`config.mk`:
```
export PLATFORM = sky130hd
export DESIGN_NAME = usb_ep_in_sched
export DESIGN_NICKNAME = d
export VERILOG_FILES = /design/src/rtl/usb_ep_in_sched.sv
export SDC_FILE = /design/constraint.sdc
export NUM_CORES = 1
export LEC_CHECK = 0
export CAP_MARGIN = 20
export CORE_MARGIN = 2
export CORE_UTILIZATION = 39
export DETAILED_ROUTE_END_ITERATION = 10
export GPL_TIMING_DRIVEN = 1
export MAX_ROUTING_LAYER = met4
export PLACE_DENSITY = 0.79
export SLEW_MARGIN = 20
export SYNTH_ARGS = -nofsm -noshare
export SYNTH_HDL_FRONTEND = slang
export SYNTH_SLANG_ARGS = --single-unit
```
`constraint.sdc`:
```
create_clock -name i_clk -period 1.9 [get_ports i_clk]
set_clock_uncertainty 0.05 [all_clocks]
set_input_delay 0.285 -clock i_clk [delete_from_list [all_inputs] [get_ports i_clk]]
set_output_delay 0.285 -clock i_clk [all_outputs]
set_load 0.01 [all_outputs]
```
`src/rtl/usb_ep_in_sched.sv`:
```
// IN-endpoint TX scheduler: locks one endpoint per packet onto the shared byte path.
// Define USB_EP_IN_SCHED_RR_EN for round-robin arbitration; otherwise lowest index wins.
module usb_ep_in_sched #(
  parameter int unsigned N_EP_IN       = 2,
  parameter int unsigned MAX_PKT_BYTES = 64
) (
  input  logic                 i_clk,
  input  logic                 i_rstn,
  input  logic [N_EP_IN-1:0]   i_inEp_req,
  input  logic [N_EP_IN*8-1:0] i_inEp_data,
  input  logic [N_EP_IN-1:0]   i_inEp_last,
  output logic [N_EP_IN-1:0]   o_inEp_grant,
  output logic [N_EP_IN-1:0]   o_inEp_accept,
  input  logic                 i_tx_ready,
  output logic                 o_tx_valid,
  output logic [7:0]           o_tx_data,
  output logic                 o_tx_last,
  output logic                 o_tx_abort
);

  localparam int unsigned SelW = (N_EP_IN > 1) ? $clog2(N_EP_IN) : 1;
  localparam int unsigned CntW = $clog2(MAX_PKT_BYTES);
  localparam logic [CntW-1:0] CntMax = CntW'(MAX_PKT_BYTES - 1);

  typedef enum logic [1:0] {StIdle, StXfer, StAbort} state_e;

  state_e              state_q, state_d;
  logic [SelW-1:0]     sel_q, sel_d, winner;
  logic [CntW-1:0]     cnt_q, cnt_d;
  logic [N_EP_IN-1:0]  grant_q, grant_d;
  logic                sel_req, sel_last, fire;
  logic [7:0]          sel_data;

  always_ff @(posedge i_clk or negedge i_rstn) begin
    if (!i_rstn) begin
      state_q <= StIdle;
      sel_q   <= '0;
      cnt_q   <= '0;
      grant_q <= '0;
    end else begin
      state_q <= state_d;
      sel_q   <= sel_d;
      cnt_q   <= cnt_d;
      grant_q <= grant_d;
    end
  end

`ifdef USB_EP_IN_SCHED_RR_EN
  localparam logic [SelW-1:0] SelMax = SelW'(N_EP_IN - 1);

  logic [SelW-1:0] ptr_q, sel_next;
  logic            pkt_done, found;

  assign sel_next = (sel_q == SelMax) ? '0 : sel_q + SelW'(1);
  assign pkt_done = (state_q == StXfer) && (!sel_req || (fire && o_tx_last));

  always_ff @(posedge i_clk or negedge i_rstn) begin
    if (!i_rstn) begin
      ptr_q <= '0;
    end else if (pkt_done) begin
      ptr_q <= sel_next;
    end
  end

  // First pass covers indices at or above ptr, second pass wraps to the bottom.
  always_comb begin
    winner = '0;
    found  = 1'b0;
    for (int j = 0; j < N_EP_IN; j++) begin
      if (!found && i_inEp_req[j] && (SelW'(j) >= ptr_q)) begin
        winner = SelW'(j);
        found  = 1'b1;
      end
    end
    for (int j = 0; j < N_EP_IN; j++) begin
      if (!found && i_inEp_req[j]) begin
        winner = SelW'(j);
        found  = 1'b1;
      end
    end
  end
`else
  always_comb begin
    winner = '0;
    for (int j = N_EP_IN - 1; j >= 0; j--) begin
      if (i_inEp_req[j]) winner = SelW'(j);
    end
  end
`endif

  always_comb begin
    state_d = state_q;
    sel_d   = sel_q;
    cnt_d   = cnt_q;
    grant_d = grant_q;
    unique case (state_q)
      StIdle: begin
        if (|i_inEp_req) begin
          state_d = StXfer;
          sel_d   = winner;
          cnt_d   = '0;
          for (int j = 0; j < N_EP_IN; j++) grant_d[j] = (SelW'(j) == winner);
        end
      end
      StXfer: begin
        if (!sel_req) begin
          state_d = StAbort;
          grant_d = '0;
          cnt_d   = '0;
        end else if (fire) begin
          if (o_tx_last) begin
            state_d = StIdle;
            grant_d = '0;
            cnt_d   = '0;
          end else begin
            cnt_d = cnt_q + CntW'(1);
          end
        end
      end
      StAbort: state_d = StIdle;
      default: state_d = StIdle;
    endcase
  end

  always_comb begin
    sel_req  = 1'b0;
    sel_last = 1'b0;
    sel_data = '0;
    for (int j = 0; j < N_EP_IN; j++) begin
      if (SelW'(j) == sel_q) begin
        sel_req  = i_inEp_req[j];
        sel_last = i_inEp_last[j];
        sel_data = i_inEp_data[j*8 +: 8];
      end
    end
    o_inEp_grant  = grant_q;
    o_tx_valid    = (state_q == StXfer) && sel_req;
    o_tx_data     = (state_q == StXfer) ? sel_data : '0;
    o_tx_last     = o_tx_valid && (sel_last || (cnt_q == CntMax));
    fire          = o_tx_valid && i_tx_ready;
    o_inEp_accept = fire ? grant_q : '0;
    o_tx_abort    = (state_q == StAbort);
  end

endmodule

```
; Word-level counts from Yosys, hierarchy flattened
; Cells that the tools add are included.
[word_totals]
out_inout_bits = 15
in_bits = 23
reg_bits = 11
[op_classes]
n_reduce_logical = 11
bitwise = 1
n_mux = 20
n_eq_ne = 6
add_sub_neg = 1
[op_table]
columns = operator, count
row1 = 6-bit 2-to-1 mux, 4
row2 = 8-bit 2-to-1 mux, 2
row3 = 2-bit 2-to-1 mux, 7
row4 = 6-bit one-hot mux with 2 select lines, 1
row5 = 2-bit one-hot mux with 2 select lines, 2
row6 = 6-bit by 1-bit adder with 6-bit output (second input constant), 1
row7 = 6-bit equality test (second input constant), 1
row8 = 3-bit inequality test (second input constant), 2
row9 = 3-bit AND reduction, 2
row10 = 1-bit 2-to-1 mux, 4
row11 = 4-bit AND reduction, 1
row12 = 1-bit logical AND, 3
row13 = 2-bit by 1-bit equality test with 1-bit output (second input constant), 1
row14 = 2-bit equality test (second input constant), 1
row15 = 2-bit zero test, 1
row16 = 2-bit inequality test (second input constant), 1
row17 = 2-bit AND reduction, 1
row18 = 2-bit nonzero test, 1
row19 = 2-bit OR reduction, 1
row20 = 1-bit logical OR, 1
row21 = 1-bit inverter, 1

; Depth between registers and ports, before layout
[logic_depth]
depth_word = 7
mapped_depth = 6
ltp_nobuf = 5

; Worst setup path after synthesis
; Ideal clock, no wire load.
[synth_timing]
path_kind = register -> output
from = register cnt_q[0]
to = output port o_tx_last
arrival_time_ns = 1.315
stages_incl_launch_ff = 6
path_slack_ns = 0.250
required_ns = 1.565
n_path_buf = 1
cell_sequence = dfrtp_1 > ha_1 > nand3_1 > or2_2 > clkbuf_1 > a21oi_1
[synth_between]
elab_chain_cells = 3
[synth_rtl]
columns = item, line
row1 = from (decl), 29  ; logic [CntW-1:0] cnt_q, cnt_d;
row2 = from (signal assigned), 43  ; cnt_q <= cnt_d;
row3 = 6-bit equality test, 139  ; o_tx_last = o_tx_valid && (sel_last || (cnt_q == CntMax));
row4 = 1-bit logical OR, 139
row5 = 1-bit logical AND, 139
row6 = to (decl), 17  ; output logic o_tx_last,
; No other way between the ends.

; Worst setup path in the final report
[layout_timing]
from = input port i_inEp_req[0]
to = register cnt_q[4]
[layout_between]
elab_chain_cells = 7
[layout_rtl]
columns = item, line
row1 = from (decl), 9  ; input logic [N_EP_IN-1:0] i_inEp_req,
row2 = 1-bit 2-to-1 mux, 130  ; if (SelW'(j) == sel_q) begin
row3 = 1-bit logical AND, 137  ; o_tx_valid = (state_q == StXfer) && sel_req;
row4 = 1-bit logical AND, 139
row5 = 6-bit 2-to-1 mux, 111  ; if (o_tx_last) begin
row6 = 6-bit 2-to-1 mux, 110  ; end else if (fire) begin
row7 = 6-bit 2-to-1 mux, 106  ; if (!sel_req) begin
row8 = 6-bit one-hot mux with 2 select lines, 96  ; unique case (state_q)
; Parallel ways exist; a longest one is shown, timed or not. The select of a mux whose other input is x is not followed.
; A chain may end at the register's enable or synchronous reset.

==> impl_results.md <==
- Post-layout instance area: 1280 um^2
- Number of nets with antenna violations after routing: 0
- Final number of setup-violating endpoints: 0
- # nets final: 164
- Initial DRC Count: 30
- Crit path arrival time: about 2 ns
- Proportion of netlist area held by the largest area contributor: 36.8%
- Fraction of the yosys area taken by sequential cells: 36.8%
- Delay contributed by the slowest stage of the critical path: 0.48 ns
- Synthesized area per cell: between 8 and 9 um^2
- Fin crit share: 97.2%
- First-pass GRT wire length: 3480 um
- Top cells by area, synth: dfrtp_1 37%, mux2i_1 13%, a21oi_1 5.4%
- TritonCTS sink count: 11
- Max Fclk: 541 MHz
- First-pass iteration count of the detailed router: 4
- Reg2reg end: cnt_q[4]
- Startpoint class of the critical path: input port
- Via count of the first global-routing pass: ~760
- Family with the most delay on the worst path: compound AO/OA/AOI/OAI gates
- Area added between synthesis and finish: 71.1%
- Endpoint type of the worst setup path: register
- Global Route met2 Usage: about a third
- Initial cell density of the core: ~42%
- Row count: 15
- Mean number of vias per cell: 5.18
- Commonest cells in the netlist: 11 x dfrtp_1, 10 x mux2i_1, 10 x nor2_1
- Number of different library cells in the post-synthesis netlist: 27
- Final routed wirelength across all metal layers: 2350 um
- # IOs: 38
- Number of antenna violations at the first check in global routing: 0
- Minimum setup slack among reg-to-reg paths: 0.07 ns
- Largest net degree at the start of global routing: 12
- Crit-path max FO: 10
- # hold bufs at CTS: 0
- Final-report max-slew violation count: 0
- Final Hold Fails: 0
- Number of buffers added on ports: 37
- Leakage: 0.000615 uW
- Pwr Total: 1390 uW
- Width of the die: 47.8 um
- Die Area: around 2300 um^2
- Synthesized instance count: 87
- Max_slew headroom: 67.1%
- Worst setup path endpoint: cnt_q[4]
- Global routing usage on met1: 29.0%
- Number of synthesized register bits: 11
- Synthesized area: 748 um^2
- Via count of the routed design: between 800 and 900
- Layout cell share with drive strength beyond 1: around a quarter
- Max-cap viol count: 0
- Stages on worst setup path: 6
- Met3 track demand over resource in global routing: between 7 and 8%
- Critical-path cell list: clkdlybuf4s50_1 -> mux2_4 -> buf_4 -> a311o_2 -> a22oi_2 -> o31ai_1
- Critical path start-end classification: input port to register
- Critical path required time: 2.01 ns
- Predominant post-synthesis flop cell: dfrtp_1
- Cell chosen for the clock root: clkbuf_4
- FF-to-FF path depth: 5
- Most heavily used metal layer in global routing: met2
- H-tree levels: 1
- Critical path buffers and inverters: 2
- Most frequent cell after synthesis: dfrtp_1
- Worst Max-Slew Pin Slew: 0.492 ns
- Clock insertion delay at the later pin of the skew report: 0.27 ns
- Wire length per cell: 14.3 um
- Clock buffers created by TritonCTS: 3
- Worst voltage drop across the vdd grid: 829 uV
- # fillers: around 140
- Status: completed
- Highest-delay cell along the critical path: a311o_2
- Launching point of the worst reg2reg path: sel_q
- Pwr/cell area: 1080 nW/um^2
- Sum of net half-perimeters after detailed placement: 1780 um
- RSZ-0062 raised after global routing: false
- Die outline height: 47.8 um
- Diodes inserted: 0
- Routability congestion estimate from global placement: roughly 0.88
- Clock tree from TritonCTS: built
- Proportion of register bits with asynchronous set or reset after synthesis: 100%
- Number of enable-type register cells in the synthesized netlist: 0
- Post-synth top area cell: dfrtp_1
- Clock Path Buffers: 2
- Count of synthesis-stage warnings from yosys: 0
- Minimum clock period after layout: 1.85 ns
- CP Launch Point: i_inEp_req[0]
- Standard cell area after detailed placement: 1230 um^2
- Total GRT Usage: a little under a quarter
- Clk pin slew, worst setup/hold paths: 0.07 ns
- Hold WC Path Type: input port to async pin
- Syn nets: 111
- DRC errors left: 0
- Area of the core region: 1760 um^2
- Aggregate global routing overflow: 0
## where the power goes
part | switching (uW) | internal [uW] | total [uW] | leakage [uW]
logic | 447 | 436 | 883 | 0.000453
clock network | 77.7 | 81.4 | 159 | 0.0000150
registers | 54.9 | 291 | 346 | 0.000147
## per-stage QoR
step | utilization, % | hold slack, ns | setup slack [ns] | TNS, ns | cells
after floorplan | - | -0.0606 | 0.250 | 0 | 87
after global placement | 69.6 | 0.476 | -0.234 | -1.70 | 159
after detailed placement | 69.6 | 0.473 | -0.283 | -2.19 | 159
after CTS | 71.6 | 0.307 | -0.00913 | -0.0174 | 164
after global routing | 72.6 | 0.349 | 0.00810 | 0 | 164
final | 72.6 | 0.291 | 0.0532 | 0 | 164
## layout make-up
type / instances / area (um^2) / area share [%]
flip-flops and latches: 11 / 275 / 21.5
multi-input cells: 67 / 465 / 36.4
clock buffers: 4 / 26.3 / 2.05
inverters: 4 / 15.0 / 1.17
well taps: 25 / 31.3 / 2.44
repair buffers: 53 / 467 / 36.5
## placed cells by master (no fill, tap or decap), types with 2 or more instances in the layout
| cell type | n |
|---|---|
| nand4_1 | 2 |
| a21oi_1 | 7 |
| dfrtp_1 | 11 |
| buf_2 | 2 |
| clkbuf_4 | 3 |
| nand3_1 | 6 |
| clkdlybuf4s50_1 | 24 |
| and3_1 | 3 |
| inv_1 | 4 |
| dlygate4sd2_1 | 9 |
| nand2_1 | 7 |
| o21ai_1 | 2 |
| buf_4 | 16 |
| mux2i_1 | 9 |
| nor2_1 | 10 |
## state kept, by name, indices dropped and copies added, names as in the netlist
| signal | cells |
|---|---|
| cnt_q | 6 |
| o_inEp_grant | 2 |
| state_q | 2 |
| sel_q | 1 |
## worst reg2reg max path: stages, from the launching register on
cell and delay [ns]:
dfrtp_1 0.41, mux2_4 0.34, buf_4 0.15, a311o_2 0.48, a22oi_2 0.21, o31ai_1 0.08
## per-layer routing
metal | vias up | routed length [um]
met5 | - | 0
met4 | 0 | 35
met3 | 4 | 137
met2 | 37 | 1200
met1 | 392 | 976
li1 | 416 | -
## worst min path at each step
stage / end / start / slack, ns
finish: cnt_q[3] / i_rstn / 0.29
global route: cnt_q[2] / i_rstn / 0.35
CTS: cnt_q[3] / i_rstn / 0.31
detailed placement: o_inEp_grant[1] / o_inEp_grant[1] / 0.47
global placement: o_inEp_grant[1] / o_inEp_grant[1] / 0.48
floorplan: cnt_q[0] / i_rstn / -0.06
## kinds of logic after synthesis
logic type / count (synthesis) / share of synthesized area, %
DFF: 11 / 36.8
and+or+nand+nor: 38 / 24.9
buffers and inverters: 9 / 6.52
muxes: 11 / 15.4
adders and majority gates: 1 / 1.67
AOI/OAI and AO/OA: 17 / 14.7
## what timing repair did
| action | 4_1_cts | 5_1_grt |
|---|---|---|
| endpoints found under the setup margin | 13 | 6 |
| gates resized for setup | 23 | 11 |
| buffers inserted | 1 | 0 |
Power figures use the tool's default switching activity.
